`src/rtl/ddr_phy_pkg.sv`:
```
// Shared types for the DFI write-side traffic scheduler.
package ddr_phy_pkg;

   localparam int TRF_NUM_CH = 4;

   typedef enum logic [1:0] {
      TRF_CA  = 2'd0,
      TRF_CK  = 2'd1,
      TRF_DQ  = 2'd2,
      TRF_DQS = 2'd3
   } ddr_trf_ch_t;

   typedef enum logic [1:0] {
      TRF_IDLE   = 2'd0,
      TRF_WARM   = 2'd1,
      TRF_ACTIVE = 2'd2,
      TRF_COOL   = 2'd3
   } ddr_trf_st_t;

endpackage

```
`src/rtl/ddr_trf_chan_fsm.sv`:
```
// One traffic group: warm-up / active / cool-down sequencer with a shared down-counter.
module ddr_trf_chan_fsm
   import ddr_phy_pkg::*;
#(
   parameter int PRE_W  = 4,
   parameter int POST_W = 6
) (
   input  logic              clk_i,
   input  logic              rst_ni,
   input  logic              eff_i,
   input  logic [PRE_W-1:0]  pre_i,
   input  logic [POST_W-1:0] post_i,
   output logic              en_o,
   output logic              rdy_o
);

   localparam int CNT_W = (PRE_W > POST_W) ? PRE_W : POST_W;

   ddr_trf_st_t      st_q;
   logic [CNT_W-1:0] cnt_q;
   logic             en_q;
   logic             rdy_q;
   logic [CNT_W-1:0] pre_m1;
   logic [CNT_W-1:0] post_m1;
   logic             pre_zero;
   logic             post_zero;

   // Reload values are only consumed on state entry, so CSR changes land on the next entry.
   assign pre_zero  = (pre_i == {PRE_W{1'b0}});
   assign post_zero = (post_i == {POST_W{1'b0}});
   assign pre_m1    = CNT_W'(pre_i) - {{(CNT_W-1){1'b0}}, 1'b1};
   assign post_m1   = CNT_W'(post_i) - {{(CNT_W-1){1'b0}}, 1'b1};

   // Group state machine; en/rdy are registered alongside the state they decode.
   always_ff @(posedge clk_i or negedge rst_ni) begin
      if (!rst_ni) begin
         st_q  <= TRF_IDLE;
         cnt_q <= {CNT_W{1'b0}};
         en_q  <= 1'b0;
         rdy_q <= 1'b0;
      end else begin
         case (st_q)
            TRF_IDLE: begin
               if (eff_i) begin
                  en_q <= 1'b1;
                  if (pre_zero) begin
                     st_q  <= TRF_ACTIVE;
                     rdy_q <= 1'b1;
                  end else begin
                     st_q  <= TRF_WARM;
                     cnt_q <= pre_m1;
                  end
               end
            end
            TRF_WARM: begin
               // Warm-up always runs to completion even if the request drops.
               if (cnt_q != {CNT_W{1'b0}}) begin
                  cnt_q <= cnt_q - {{(CNT_W-1){1'b0}}, 1'b1};
               end else if (eff_i) begin
                  st_q  <= TRF_ACTIVE;
                  rdy_q <= 1'b1;
               end else if (post_zero) begin
                  st_q <= TRF_IDLE;
                  en_q <= 1'b0;
               end else begin
                  st_q  <= TRF_COOL;
                  cnt_q <= post_m1;
                  rdy_q <= 1'b1;
               end
            end
            TRF_ACTIVE: begin
               if (!eff_i) begin
                  if (post_zero) begin
                     st_q  <= TRF_IDLE;
                     en_q  <= 1'b0;
                     rdy_q <= 1'b0;
                  end else begin
                     st_q  <= TRF_COOL;
                     cnt_q <= post_m1;
                  end
               end
            end
            TRF_COOL: begin
               if (eff_i) begin
                  st_q <= TRF_ACTIVE;
               end else if (cnt_q != {CNT_W{1'b0}}) begin
                  cnt_q <= cnt_q - {{(CNT_W-1){1'b0}}, 1'b1};
               end else begin
                  st_q  <= TRF_IDLE;
                  en_q  <= 1'b0;
                  rdy_q <= 1'b0;
               end
            end
            default: begin
               st_q  <= TRF_IDLE;
               cnt_q <= {CNT_W{1'b0}};
               en_q  <= 1'b0;
               rdy_q <= 1'b0;
            end
         endcase
      end
   end

   assign en_o  = en_q;
   assign rdy_o = rdy_q;

endmodule

```
`src/rtl/ddr_dfi_traffic_sched.sv`:
```
// Sequences CA/CK/DQ/DQS traffic groups; CA keeps CK alive and DQ keeps DQS alive.
module ddr_dfi_traffic_sched
   import ddr_phy_pkg::*;
#(
   parameter int PRE_W  = 4,
   parameter int POST_W = 6
) (
   input  logic                           i_clk,
   input  logic                           i_rst_n,
   input  logic [TRF_NUM_CH-1:0]          i_req,
   input  logic [TRF_NUM_CH-1:0]          i_force_on,
   input  logic                           i_gate_dis,
   input  logic [TRF_NUM_CH*PRE_W-1:0]    i_pre_cyc,
   input  logic [TRF_NUM_CH*POST_W-1:0]   i_post_cyc,
   output logic [TRF_NUM_CH-1:0]          o_en,
   output logic [TRF_NUM_CH-1:0]          o_rdy,
   output logic                           o_busy
);

   logic [TRF_NUM_CH-1:0] eff_req;
   logic [TRF_NUM_CH-1:0] fsm_en;
   logic [TRF_NUM_CH-1:0] fsm_rdy;

   // Effective per-group request: clock groups follow their traffic partners.
   always_comb begin
      eff_req                 = i_req;
      eff_req[int'(TRF_CK)]   = i_req[int'(TRF_CK)] | i_req[int'(TRF_CA)];
      eff_req[int'(TRF_DQS)]  = i_req[int'(TRF_DQS)] | i_req[int'(TRF_DQ)];
      eff_req                 = eff_req | i_force_on;
   end

   for (genvar g = 0; g < TRF_NUM_CH; g++) begin : g_chan
      ddr_trf_chan_fsm #(
         .PRE_W  (PRE_W),
         .POST_W (POST_W)
      ) u_fsm (
         .clk_i  (i_clk),
         .rst_ni (i_rst_n),
         .eff_i  (eff_req[g]),
         .pre_i  (i_pre_cyc[g*PRE_W +: PRE_W]),
         .post_i (i_post_cyc[g*POST_W +: POST_W]),
         .en_o   (fsm_en[g]),
         .rdy_o  (fsm_rdy[g])
      );
   end

   // Gate-disable overrides only the outputs; the FSMs keep tracking requests.
   assign o_en   = fsm_en  | {TRF_NUM_CH{i_gate_dis}};
   assign o_rdy  = fsm_rdy | {TRF_NUM_CH{i_gate_dis}};
   assign o_busy = |fsm_en;

endmodule

```
`config.mk`:
```
export PLATFORM = sky130hd
export DESIGN_NAME = ddr_dfi_traffic_sched
export DESIGN_NICKNAME = d
export VERILOG_FILES = /design/src/rtl/ddr_phy_pkg.sv /design/src/rtl/ddr_trf_chan_fsm.sv /design/src/rtl/ddr_dfi_traffic_sched.sv
export SDC_FILE = /design/constraint.sdc
export NUM_CORES = 1
export LEC_CHECK = 0
export ABC_AREA = 1
export CAP_MARGIN = 10
export CORE_ASPECT_RATIO = 1.2
export CORE_MARGIN = 2
export CORE_UTILIZATION = 42
export CTS_CLUSTER_SIZE = 10
export DETAILED_ROUTE_END_ITERATION = 6
export DONT_BUFFER_PORTS = 1
export SLEW_MARGIN = 25
export SYNTH_ARGS = -nofsm -noshare
export SYNTH_HDL_FRONTEND = slang
export SYNTH_SLANG_ARGS = --single-unit
```
`constraint.sdc`:
```
create_clock -name i_clk -period 1.6 [get_ports i_clk]
set_clock_uncertainty 0.05 [all_clocks]
set_input_delay 0.16 -clock i_clk [delete_from_list [all_inputs] [get_ports i_clk]]
set_output_delay 0.16 -clock i_clk [all_outputs]
set_load 0.01 [all_outputs]
```
# == Word-level counts from Yosys, hierarchy flattened ==
# Index checks and enable logic that the tools add are counted.
# W data, S select, Z words.
# totals
inputBits,51
regBits,40
elab_cells,250
output_inout_bits,9
# op_classes
n_eq_ne,56
add_sub_neg,12
mux,128
bitwise_logic,5
n_reduce_logical,33
# ops
operator,count
$mux W6,28
$pmux W6 S4,4
$mux W2,32
$mux W1,52
$ne A2 B2 Y1 const B,24
$reduce_and A4 Y1,12
$sub A6 B1 Y6 const B,8
$pmux W1 S4,8
$pmux W2 S4,4
$reduce_and A8 Y1,4
$logic_not A6 Y1,4
$ne A2 B1 Y1 const B,12
$ne A3 B3 Y1 const B,8
$reduce_bool A6 Y1,4
$sub A4 B1 Y5 const B,4
$eq A2 B2 Y1 const B,8
$logic_not A4 Y1,4
$or A4 B4 Y4,3
$eq A2 B1 Y1 const B,4
$logic_not A2 Y1,4
$reduce_or A4 Y1,1
$or A1 B1 Y1,2

# == Depth between registers and ports, before layout ==
# Gate-level depths: netlist of the first run.
# logic_depth
depth_word,5
ltp_mapped,12
ltp_nobuf,12

# == Cells and area by module ==
# From an unflattened synthesis of the first run, not the netlist that was laid out.
# unflattened
hier_cells,693
area_unflattened_um2,4446.8
# modules_own_cells
mod,area_per_inst_um2,n_inst,cells_each,seq_area_each_um2
ddr_trf_chan_fsm (g_chan[0].u_fsm ...),1088.5,3,169,250.2
ddr_trf_chan_fsm (g_chan[3].u_fsm),1084.8,1,167,250.2
ddr_dfi_traffic_sched,96.3,1,19,0.0

# == Worst setup path after synthesis of the first run ==
# OpenSTA, ideal clock, no wires.
# synth_path
path_type,reg-to-reg
startpoint,register g_chan[2].u_fsm.st_q[0]
endpoint,register g_chan[2].u_fsm.cnt_q[3]
stages_incl_launch_ff,9
required_time_ps,1433
slack_ps,43
n_path_buf,1
synth_period_minus_slack_ps,1557
t_arrival_ps,1391
setup_ps,117
path_cell_list,dfrtp_1 > inv_1 > ha_1 > clkbuf_1 > nand3_1 > o211ai_4 > a21oi_1 > nand2_1 > nand2_1
# synth_via
elab_chain_cells,3
elab_cells_between_ends,10
classes_between,7 x eq/ne; 1 x mux; 2 x reduce/logical
# synth_rtl
element,line,text
from (decl),ddr_trf_chan_fsm.sv:19,ddr_trf_st_t st_q;
from (signal assigned),ddr_trf_chan_fsm.sv:37,st_q <= TRF_IDLE;
from (signal assigned),ddr_trf_chan_fsm.sv:47,st_q <= TRF_ACTIVE;
from (signal assigned),ddr_trf_chan_fsm.sv:50,st_q <= TRF_WARM;
$eq A2 B2 Y1 / $logic_not A2 Y1 (equally long branches),ddr_trf_chan_fsm.sv:42,case (st_q)
$ne A2 B1 Y1 (no line) / $ne A2 B2 Y1 (equally long branches),--,
$reduce_and A4 Y1 (no line),--,
to (signal assigned),ddr_trf_chan_fsm.sv:38,cnt_q <= {CNT_W{1'b0}};
to (signal assigned),ddr_trf_chan_fsm.sv:51,cnt_q <= pre_m1;
to (signal assigned),ddr_trf_chan_fsm.sv:58,"cnt_q <= cnt_q - {{(CNT_W-1){1'b0}}, 1'b1};"
to (decl),ddr_trf_chan_fsm.sv:20,logic [CNT_W-1:0] cnt_q;
# Several ways; a longest one is shown, not always the timed one.
# A chain may end at the register's enable or synchronous reset.

# == Final worst setup path of the first run ==
# layout_path
startpoint,register g_chan[2].u_fsm.st_q[0]
endpoint,register g_chan[2].u_fsm.rdy_q
# layout_via
elab_chain_cells,3
elab_cells_between_ends,14
classes_between,11 x eq/ne; 1 x mux; 2 x reduce/logical
# layout_rtl
element,line,text
$eq A2 B1 Y1 (tied with other cells),ddr_trf_chan_fsm.sv:42,
$ne A3 B3 Y1 (no line) (tied with other cells),--,
$reduce_and A8 Y1 (no line),--,
to (signal assigned),ddr_trf_chan_fsm.sv:40,rdy_q <= 1'b0;
to (signal assigned),ddr_trf_chan_fsm.sv:48,rdy_q <= 1'b1;
to (signal assigned),ddr_trf_chan_fsm.sv:61,rdy_q <= 1'b1;
to (decl),ddr_trf_chan_fsm.sv:22,logic rdy_q;
# Several ways; a longest one is shown, not always the timed one.

==> results.cfg, run 1 <==
[status]
status = finished with violations
failed_checks = setup timing

[floorplan]
die-area_sq_mm = 0.0110
dieWidth_um = 96.3
die_y_um = 115
core_area_sq_mm = 0.00996
start_util = 0.431
num_rows = 40
io_pins = 60

[setup_path]
required_ns = 1.73
crit_type = flip-flop to flip-flop
cp-end-kind = flip-flop
cp-start-kind = flip-flop
ff2ff_setup_slack_ns = -0.03
reg2reg_depth = 8
crit_arrival_ns = 1.75
r2r_start = g_chan[2].u_fsm.st_q[0]
reg2reg_to = g_chan[2].u_fsm.rdy_o
crit_path_max_fanout = 6

[flow_run]
cap_viol_max_count = 0

[placed_design]
dp_hpwl_um = 8870
io_buffers = 0
gp_congestion = 0.867
preCtsSetupSlack_ns = -0.0207

[drt]
wl_um = 11800
firstDrtPassIters = 5
ant_nets = 0
drt-initial-drc-count = 176
drc = 0
via_count = 4580
viasPerCell = 5.15
routedWlPerCell_um = 13.2

[clock_network]
cts_root_buf = clkbuf_16
cts_tree = built
clock-sinks = 40
cts_max_path_buffers = 2
clkTransAtPathRegs_ns = 0.06
cts_buffers = 5
insertion_delay_ns = 0.29
htree_levels = 2

[finish]
num-fill-cells = 982
final_core_util = 0.546
final_cell_mix = nand2_1 (202), inv_1 (83), nand3_1 (73)
drive_gt1_frac = 0.246
fin_nets = 845
areaGrowthSynthToFinish_pct = 26.8
n_antenna_cell = 0
layout_commonest_cell = nand2_1

[sta]
finalHoldViolCount = 0
fin_hold_ws_ns = 0.0265
fin_tns_setup_ns = -0.0282
worst_slew_pin_slew_ns = 0.295
drv_slew = 0
worst_slack_ns = -0.0282
slew_headroom = 0.801
rsz0062_at_grt = true
finalCritPeriodShare = 1.02
fmax_mhz = 614
final-setup-viol-count = 1
period_minus_slack_ns = 1.63

[global_route]
grt_pass1_wl_um = 18500
grt_pass1_vias = 4349
grt-ovfl-total = 0
grt_usage = 0.208
grt_max_degree = 41
antenna_found_initial = 0

[power]
seqPwrFrac = 0.176
internal_power_mw = 5.55
power_mw = 10.8
clockPowerShare = 0.108
p_per_area_mw_per_mm2 = 1990
comb_power_share = 0.716
leakagePower_nw = 2.76
peakVddDrop_mv = 0.945
switching_share = 0.487
p_switching_mw = 5.27

[synthesis]
synthCells = 700
ys_ff_latch = 40
yosysWarnings = 0
ys_types = 33
seq_area_frac_synth = 0.233
synth_area_sq_mm = 0.00429
syn-num-nets = 783
synth_area_per_cell_sq_um = 6.13

[hold_path]
holdCritStartpoint = i_pre_cyc[0]
hold_path_end = g_chan[0].u_fsm.cnt_q[0]
hp-class = primary input to flip-flop
min_delay_path_depth = 3
synth_stat cells, drive strengths merged:
| master | instances | area share |
|---|---|---|
| xnor2 | 3 | 0.0061 |
| o21ai | 40 | 0.048 |
| inv | 106 | 0.093 |
| o22ai | 2 | 0.0029 |
| nand3b | 3 | 0.0053 |
| nand2 | 215 | 0.19 |
| a31oi | 1 | 0.0015 |
| nor2 | 80 | 0.081 |
| o2111ai | 1 | 0.0020 |
| a21oi | 43 | 0.055 |
| o21bai | 1 | 0.0018 |
| xor2 | 18 | 0.037 |
| or2 | 6 | 0.0088 |
| ha | 32 | 0.093 |
| nand4 | 12 | 0.018 |
| dfrtp | 40 | 0.23 |
| nor3 | 5 | 0.0058 |
| nand3 | 83 | 0.10 |
| buf | 2 | 0.0044 |
| clkbuf | 5 | 0.0044 |
| o211ai | 2 | 0.0067 |
per-stage QoR:
step	instances	area (sq um)
finish	889	5440
global route	889	5440
CTS	883	5040
detailed placement	871	4800
global placement	871	4800
floorplan	700	4290
worst max-delay path by stage:
stage	from	slack (ns)	endpoint	depth (start not counted)
finish	g_chan[2].u_fsm.st_q[0]	-0.03	g_chan[2].u_fsm.rdy_o	8
global route	g_chan[2].u_fsm.cnt_q[0]	-0.07	g_chan[2].u_fsm.rdy_o	10
CTS	g_chan[2].u_fsm.cnt_q[0]	0.002	g_chan[2].u_fsm.rdy_o	10
detailed placement	g_chan[2].u_fsm.st_q[0]	-0.02	g_chan[2].u_fsm.cnt_q[3]	9
global placement	g_chan[2].u_fsm.st_q[0]	0.007	g_chan[2].u_fsm.cnt_q[3]	9
floorplan	g_chan[2].u_fsm.st_q[0]	0.04	g_chan[2].u_fsm.cnt_q[3]	8
sequential cells by signal, summed over array words and instances, names as in the netlist:
signal              count
g_chan.u_fsm.cnt_q     24
g_chan.u_fsm.st_q       8
g_chan.u_fsm.en_o       4
g_chan.u_fsm.rdy_o      4
routing by layer:
layer / part of all wire / track usage / vias to the layer above
li1: - / - / 2372
met1: 0.44 / 0.263 / 2068
met2: 0.49 / 0.361 / 119
met3: 0.053 / 0.0336 / 21
met4: 0.021 / 0.0629 / 0
met5: 0 / 0 / -
layout make-up:
type / count / area (sq um) / area share
multi-input combinational: 548 / 3200 / 0.589
sequential: 40 / 1010 / 0.185
timing repair buffer: 61 / 507 / 0.0931
inverter: 106 / 403 / 0.0741
tap: 126 / 158 / 0.0290
clock buffer: 6 / 129 / 0.0237
clock inverter: 2 / 35.0 / 0.00644
cell families after synthesis:
kind of cell / count (synthesis) / share of synthesized area
AOI/OAI and AO/OA: 90 / 0.118
xor gates and xnor gates: 21 / 0.0429
adders and majority gates: 32 / 0.0933
buffers and inverters: 113 / 0.102
DFF: 40 / 0.233
and+or+nand+nor: 404 / 0.410
critical path: stages (launching register included):
cell and delay (ns):
dfrtp_2 0.44, buf_4 0.15, ha_2 0.21, o21ai_0 0.29, nand3b_1 0.13, inv_1 0.07, nand2_1 0.07, nand2_1 0.06
o21ai_1 0.05
power groups by stage:
| stage | sequential (mW) | combinational [mW] | clock [mW] |
|---|---|---|---|
| detailed placement | 1.82 | 6.55 | 0 |
| global route | 1.98 | 8.72 | 1.24 |
| finish | 1.91 | 7.75 | 1.17 |
| CTS | 1.81 | 6.70 | 1.20 |
| floorplan | 1.80 | 4.58 | 0 |
| global placement | 1.80 | 6.49 | 0 |
timing repair:
item	in CTS	in global routing
pin swaps	2	19
setup endpoints to repair	9	39
hold buffers	2	0
endpoints found under the hold margin	40	0
cloned	1	0
resized for setup	6	103
setup buffers	1	6
(Power assumes the default switching activity.)
==> run 2: changes to the inputs <==
--- a/config.mk
+++ b/config.mk
@@ -13,6 +13,7 @@
 export CTS_CLUSTER_SIZE = 10
 export DETAILED_ROUTE_END_ITERATION = 6
 export DONT_BUFFER_PORTS = 1
+export SETUP_SLACK_MARGIN = 0.02
 export SLEW_MARGIN = 25
 export SYNTH_ARGS = -nofsm -noshare
 export SYNTH_HDL_FRONTEND = slang
==> run 2 against run 1 <==
- the flow still finishes with violations (setup timing)
- cell count rose by 0.22%
- non-clock buffer count grew 2
- fmax rose by 1.3%
- core utilization grew 1.0 points
- critical endpoint unchanged
- flip-flop and latch count unchanged
- die area is the same
- cell area grew 1.8%
==> results.cfg, run 2 (same netlist as run 1, synthesis figures left out) <==
[status]
status = finished with violations
failed_checks = setup timing

[global_route]
grt_max_degree = 41
antenna_found_initial = 0
grt_pass1_vias = 4355
grt-ovfl-total = 0
grt_usage = 0.208
grt_pass1_wl_um = 18500

[sta]
finalHoldViolCount = 0
period_minus_slack_ns = 1.61
worst_slew_pin_slew_ns = 0.331
worst_slack_ns = -0.00695
slew_headroom = 0.777
final-setup-viol-count = 1
finalCritPeriodShare = 1.00
drv_slew = 0
fin_hold_ws_ns = 0.00897
fmax_mhz = 622
rsz0062_at_grt = true

[drt]
firstDrtPassIters = 5
ant_nets = 0
routedWlPerCell_um = 13.5
drt-initial-drc-count = 202
drc = 0
viasPerCell = 5.21
wl_um = 12100
via_count = 4645

[finish]
n_antenna_cell = 0
final_cell_mix = nand2_1 (199), inv_1 (80), nand3_1 (73)
drive_gt1_frac = 0.260
fin_nets = 847
largest_register = g_chan.u_fsm.cnt_q
num-fill-cells = 964
reg_top3 = g_chan.u_fsm.cnt_q x24, g_chan.u_fsm.st_q x8
largest_reg_flops = 24
final_area_sq_mm = 0.00554
areaGrowthSynthToFinish_pct = 29.2
layout_commonest_cell = nand2_1

[clock_network]
cts_max_path_buffers = 2
insertion_delay_ns = 0.29
htree_levels = 2
cts_buffers = 5
clkTransAtPathRegs_ns = 0.06
cts_tree = built
cts_root_buf = clkbuf_16
clock-sinks = 40

[setup_path]
cp-start-kind = flip-flop
crit_type = flip-flop to flip-flop
crit_arrival_ns = 1.73
required_ns = 1.73
ff2ff_setup_slack_ns = -0.007
cp-end-kind = flip-flop
crit_path_max_fanout = 6

[floorplan]
die-area_sq_mm = 0.0110
io_pins = 60
dieWidth_um = 96.3
core_area_sq_mm = 0.00996
die_y_um = 115
start_util = 0.431
num_rows = 40

[placed_design]
dp_hpwl_um = 8870
gp_congestion = 0.867
placed_cell_area_sq_mm = 0.00480
io_buffers = 0
preCtsSetupSlack_ns = -0.0207

[hold_path]
hp-class = primary input to flip-flop

[power]
p_per_area_mw_per_mm2 = 2020
peakVddDrop_mv = 0.943
leakagePower_nw = 2.78

[flow_run]
cap_viol_max_count = 0
run 2: worst paths after layout:
| kind | from | to | depth (start not counted) |
|---|---|---|---|
| worst max-delay path | g_chan[2].u_fsm.st_q[0] | g_chan[2].u_fsm.rdy_o | 8 |
| worst min-delay path | i_pre_cyc[0] | g_chan[0].u_fsm.cnt_q[0] | 3 |
| worst max register to register | g_chan[2].u_fsm.st_q[0] | g_chan[2].u_fsm.rdy_o | 8 |
| worst min register to register | g_chan[3].u_fsm.rdy_o | g_chan[3].u_fsm.rdy_o | 2 |
| max in group asynchronous | i_rst_n | g_chan[1].u_fsm.st_q[0] | 2 |
| min in group asynchronous | i_rst_n | g_chan[3].u_fsm.cnt_q[1] | 2 |
run 2: critical path, cell delays in order (launching register included):
cell and delay (ns):
dfrtp_2 0.43, buf_4 0.16, ha_4 0.17, o21ai_0 0.30, nand3b_1 0.13, inv_1 0.07, nand2_1 0.07, nand2_1 0.06
o21ai_1 0.05
run 2: area by class of cell:
type	count	area (sq um)	share of cell area
multi-input cells	548	3280	0.593
inverters	106	405	0.0732
flip-flops and latches	40	1010	0.182
well taps	126	158	0.0285
clock buffers	6	129	0.0233
clock inverters	2	35.0	0.00632
repair buffers	63	524	0.0946
run 2: power by group:
group	leakage [nW]	total (mW)	internal [mW]	switching, mW
Combinational	2.20	8.07	3.45	4.62
Sequential	0.496	1.93	1.53	0.398
Clock	0.0808	1.17	0.735	0.437
Total	2.78	11.2	5.71	5.46
run 2: metal layers:
layer	track usage	vias up	part of all wire
met3	0.0336	28	0.052
li1	-	2377	-
met5	0	-	0
met2	0.361	131	0.49
met4	0.0629	0	0.024
met1	0.263	2109	0.43
run 2: through the flow:
step	total power, mW	std cells	util	TNS [ns]
floorplan	6.38	700	-	0
global placement	8.29	871	0.482	0
detailed placement	8.37	871	0.482	-0.0440
CTS	9.73	884	0.507	0
global route	12.3	891	0.556	-0.220
finish	11.2	891	0.556	-0.00695
run 2: what timing repair did:
action                                  in CTS  in global routing
gates resized for setup                      7                122
endpoints found under the hold margin       40                  0
cloned                                       1                  2
setup buffers                                2                  5
endpoints found under the setup margin      10                 39
pin swaps                                    2                 25
hold buffers                                 2                  0
==> run 3: changes to the inputs <==
--- a/config.mk
+++ b/config.mk
@@ -10,9 +10,11 @@
 export CORE_ASPECT_RATIO = 1.2
 export CORE_MARGIN = 2
 export CORE_UTILIZATION = 42
+export CTS_BUF_LIST = sky130_fd_sc_hd__clkbuf_8
 export CTS_CLUSTER_SIZE = 10
 export DETAILED_ROUTE_END_ITERATION = 6
 export DONT_BUFFER_PORTS = 1
+export GPL_ROUTABILITY_DRIVEN = 0
 export SETUP_SLACK_MARGIN = 0.02
 export SLEW_MARGIN = 25
 export SYNTH_ARGS = -nofsm -noshare
==> run 3 against run 2 <==
- the run now ends clean
- worst setup slack better by 0.023 ns
- flip-flop and latch count is the same
- non-clock buffer count rose by 5
- clock-buffer cell count shrank 1
- global-route usage rose by 0.096 points
- sequential share of layout area fell by 0.057 points
- via count up 0.58%
- die area did not move
- cell count rose by 0.56%
- total power down 1.2%
- combinational power increased by 2%
==> results.cfg, run 3 (same netlist as run 1, synthesis figures left out) <==
[floorplan]
start_util = 0.431
io_pins = 60
num_rows = 40
dieWidth_um = 96.3
core_area_sq_mm = 0.00996
die_y_um = 115
die-area_sq_mm = 0.0110

[finish]
drive_gt1_frac = 0.277
largest_register = g_chan.u_fsm.cnt_q
fin_nets = 852
n_antenna_cell = 0
layout.cells.non_filler = 896
largest_reg_flops = 24
final_area_sq_mm = 0.00556
areaGrowthSynthToFinish_pct = 29.6
final_cell_mix = nand2_1 (198), inv_1 (78), nand3_1 (71)
reg_top3 = g_chan.u_fsm.cnt_q x24, g_chan.u_fsm.st_q x8
layout_commonest_cell = nand2_1

[global_route]
grt_pass1_vias = 4353
grt-ovfl-total = 0
grt_usage = 0.209
grt_max_degree = 41
grt_pass1_wl_um = 18500
antenna_found_initial = 0

[placed_design]
dp_hpwl_um = 8800
io_buffers = 0
dp.cells = 867
placed_cell_area_sq_mm = 0.00477
preCtsSetupSlack_ns = -0.0836

[setup_path]
crit_path_max_fanout = 6
critical_path.startpoint = g_chan[2].u_fsm.st_q[1]
cp-start-kind = flip-flop
cp-end-kind = flip-flop
crit_type = flip-flop to flip-flop
ff2ff_setup_slack_ns = 0.02
r2r_start = g_chan[2].u_fsm.st_q[1]
required_ns = 1.75
crit_arrival_ns = 1.73

[clock_network]
insertion_delay_ns = 0.31
cts_root_buf = clkbuf_8
cts_buffers = 5
cts_max_path_buffers = 2
clock-sinks = 40
htree_levels = 2
clkTransAtPathRegs_ns = 0.08
cts_tree = built

[sta]
final-setup-viol-count = 0
period_minus_slack_ns = 1.58
rsz0062_at_grt = true
fmax_mhz = 631
worst_slack_ns = 0.0157
drv_slew = 0
worst_slew_pin_slew_ns = 0.305
finalCritPeriodShare = 0.990
slew_headroom = 0.796
fin_tns_setup_ns = 0
finalHoldViolCount = 0

[power]
leakagePower_nw = 2.77
peakVddDrop_mv = 0.925
p_per_area_mw_per_mm2 = 1980
power_mw = 11.0

[drt]
firstDrtPassIters = 4
wl_um = 11900
viasPerCell = 5.21
drt-initial-drc-count = 225
ant_nets = 0
drc = 0
via_count = 4672
routedWlPerCell_um = 13.3

[hold_path]
hp-class = primary input to flip-flop
holdCritStartpoint = i_pre_cyc[12]

[flow_run]
cap_viol_max_count = 0

[status]
status = complete, no violations
run 3: per-stage QoR:
| stage | util | hold slack, ns |
|---|---|---|
| 6_report | 0.558 | 0.0541 |
| 5_1_grt | 0.558 | 0.0522 |
| 4_1_cts | 0.503 | 0.0166 |
| 3_5_place_dp | 0.479 | -0.184 |
| 3_3_place_gp | 0.479 | -0.185 |
| 2_1_floorplan | - | -0.186 |
run 3: report_power, final:
part	switching, mW	leakage (nW)	total, mW	internal, mW
logic	4.68	2.22	8.23	3.55
clock network	0.409	0.0541	0.871	0.462
registers	0.404	0.496	1.93	1.52
run 3: path summary, 6_finish.rpt:
check | end | depth (start not counted)
setup reg to reg | g_chan[2].u_fsm.cnt_q[2] | 7
hold / removal | g_chan[3].u_fsm.cnt_q[0] | 3
hold reg to reg | g_chan[0].u_fsm.rdy_o | 2
max in group asynchronous | g_chan[3].u_fsm.st_q[0] | 2
setup / recovery | g_chan[2].u_fsm.cnt_q[2] | 7
min in group asynchronous | g_chan[1].u_fsm.en_o | 2
run 3: routing by layer:
layer,vias to the layer above,GRT usage,wire (um)
met2,123,0.369,6080
met5,-,0,0
li1,2387,-,-
met3,11,0.0342,550
met4,0,0.0619,140
met1,2151,0.259,5170
run 3: layout make-up:
class                      instances  area (sq um)
clock inverter                     3          42.5
multi-input combinational        548          3310
inverter                         106           408
fill                             947          4400
timing repair buffer              68           567
sequential                        40          1010
tap                              126           158
clock buffer                       5          68.8
run 3: critical path, cell delays in order (launching register included):
cell      delay [ns]
dfrtp_1         0.42
ha_2            0.24
inv_2           0.06
buf_4           0.16
o211ai_4        0.31
inv_2           0.09
nand3_1         0.09
nand2_1         0.05
run 3: what timing repair did:
action / in CTS / in global routing
buffers inserted: 3 / 12
pin swaps: 2 / 29
hold endpoints to repair: 42 / 0
endpoints found under the setup margin: 11 / 40
cloned: 1 / 1
gates resized for setup: 9 / 130
hold buffers: 4 / 0
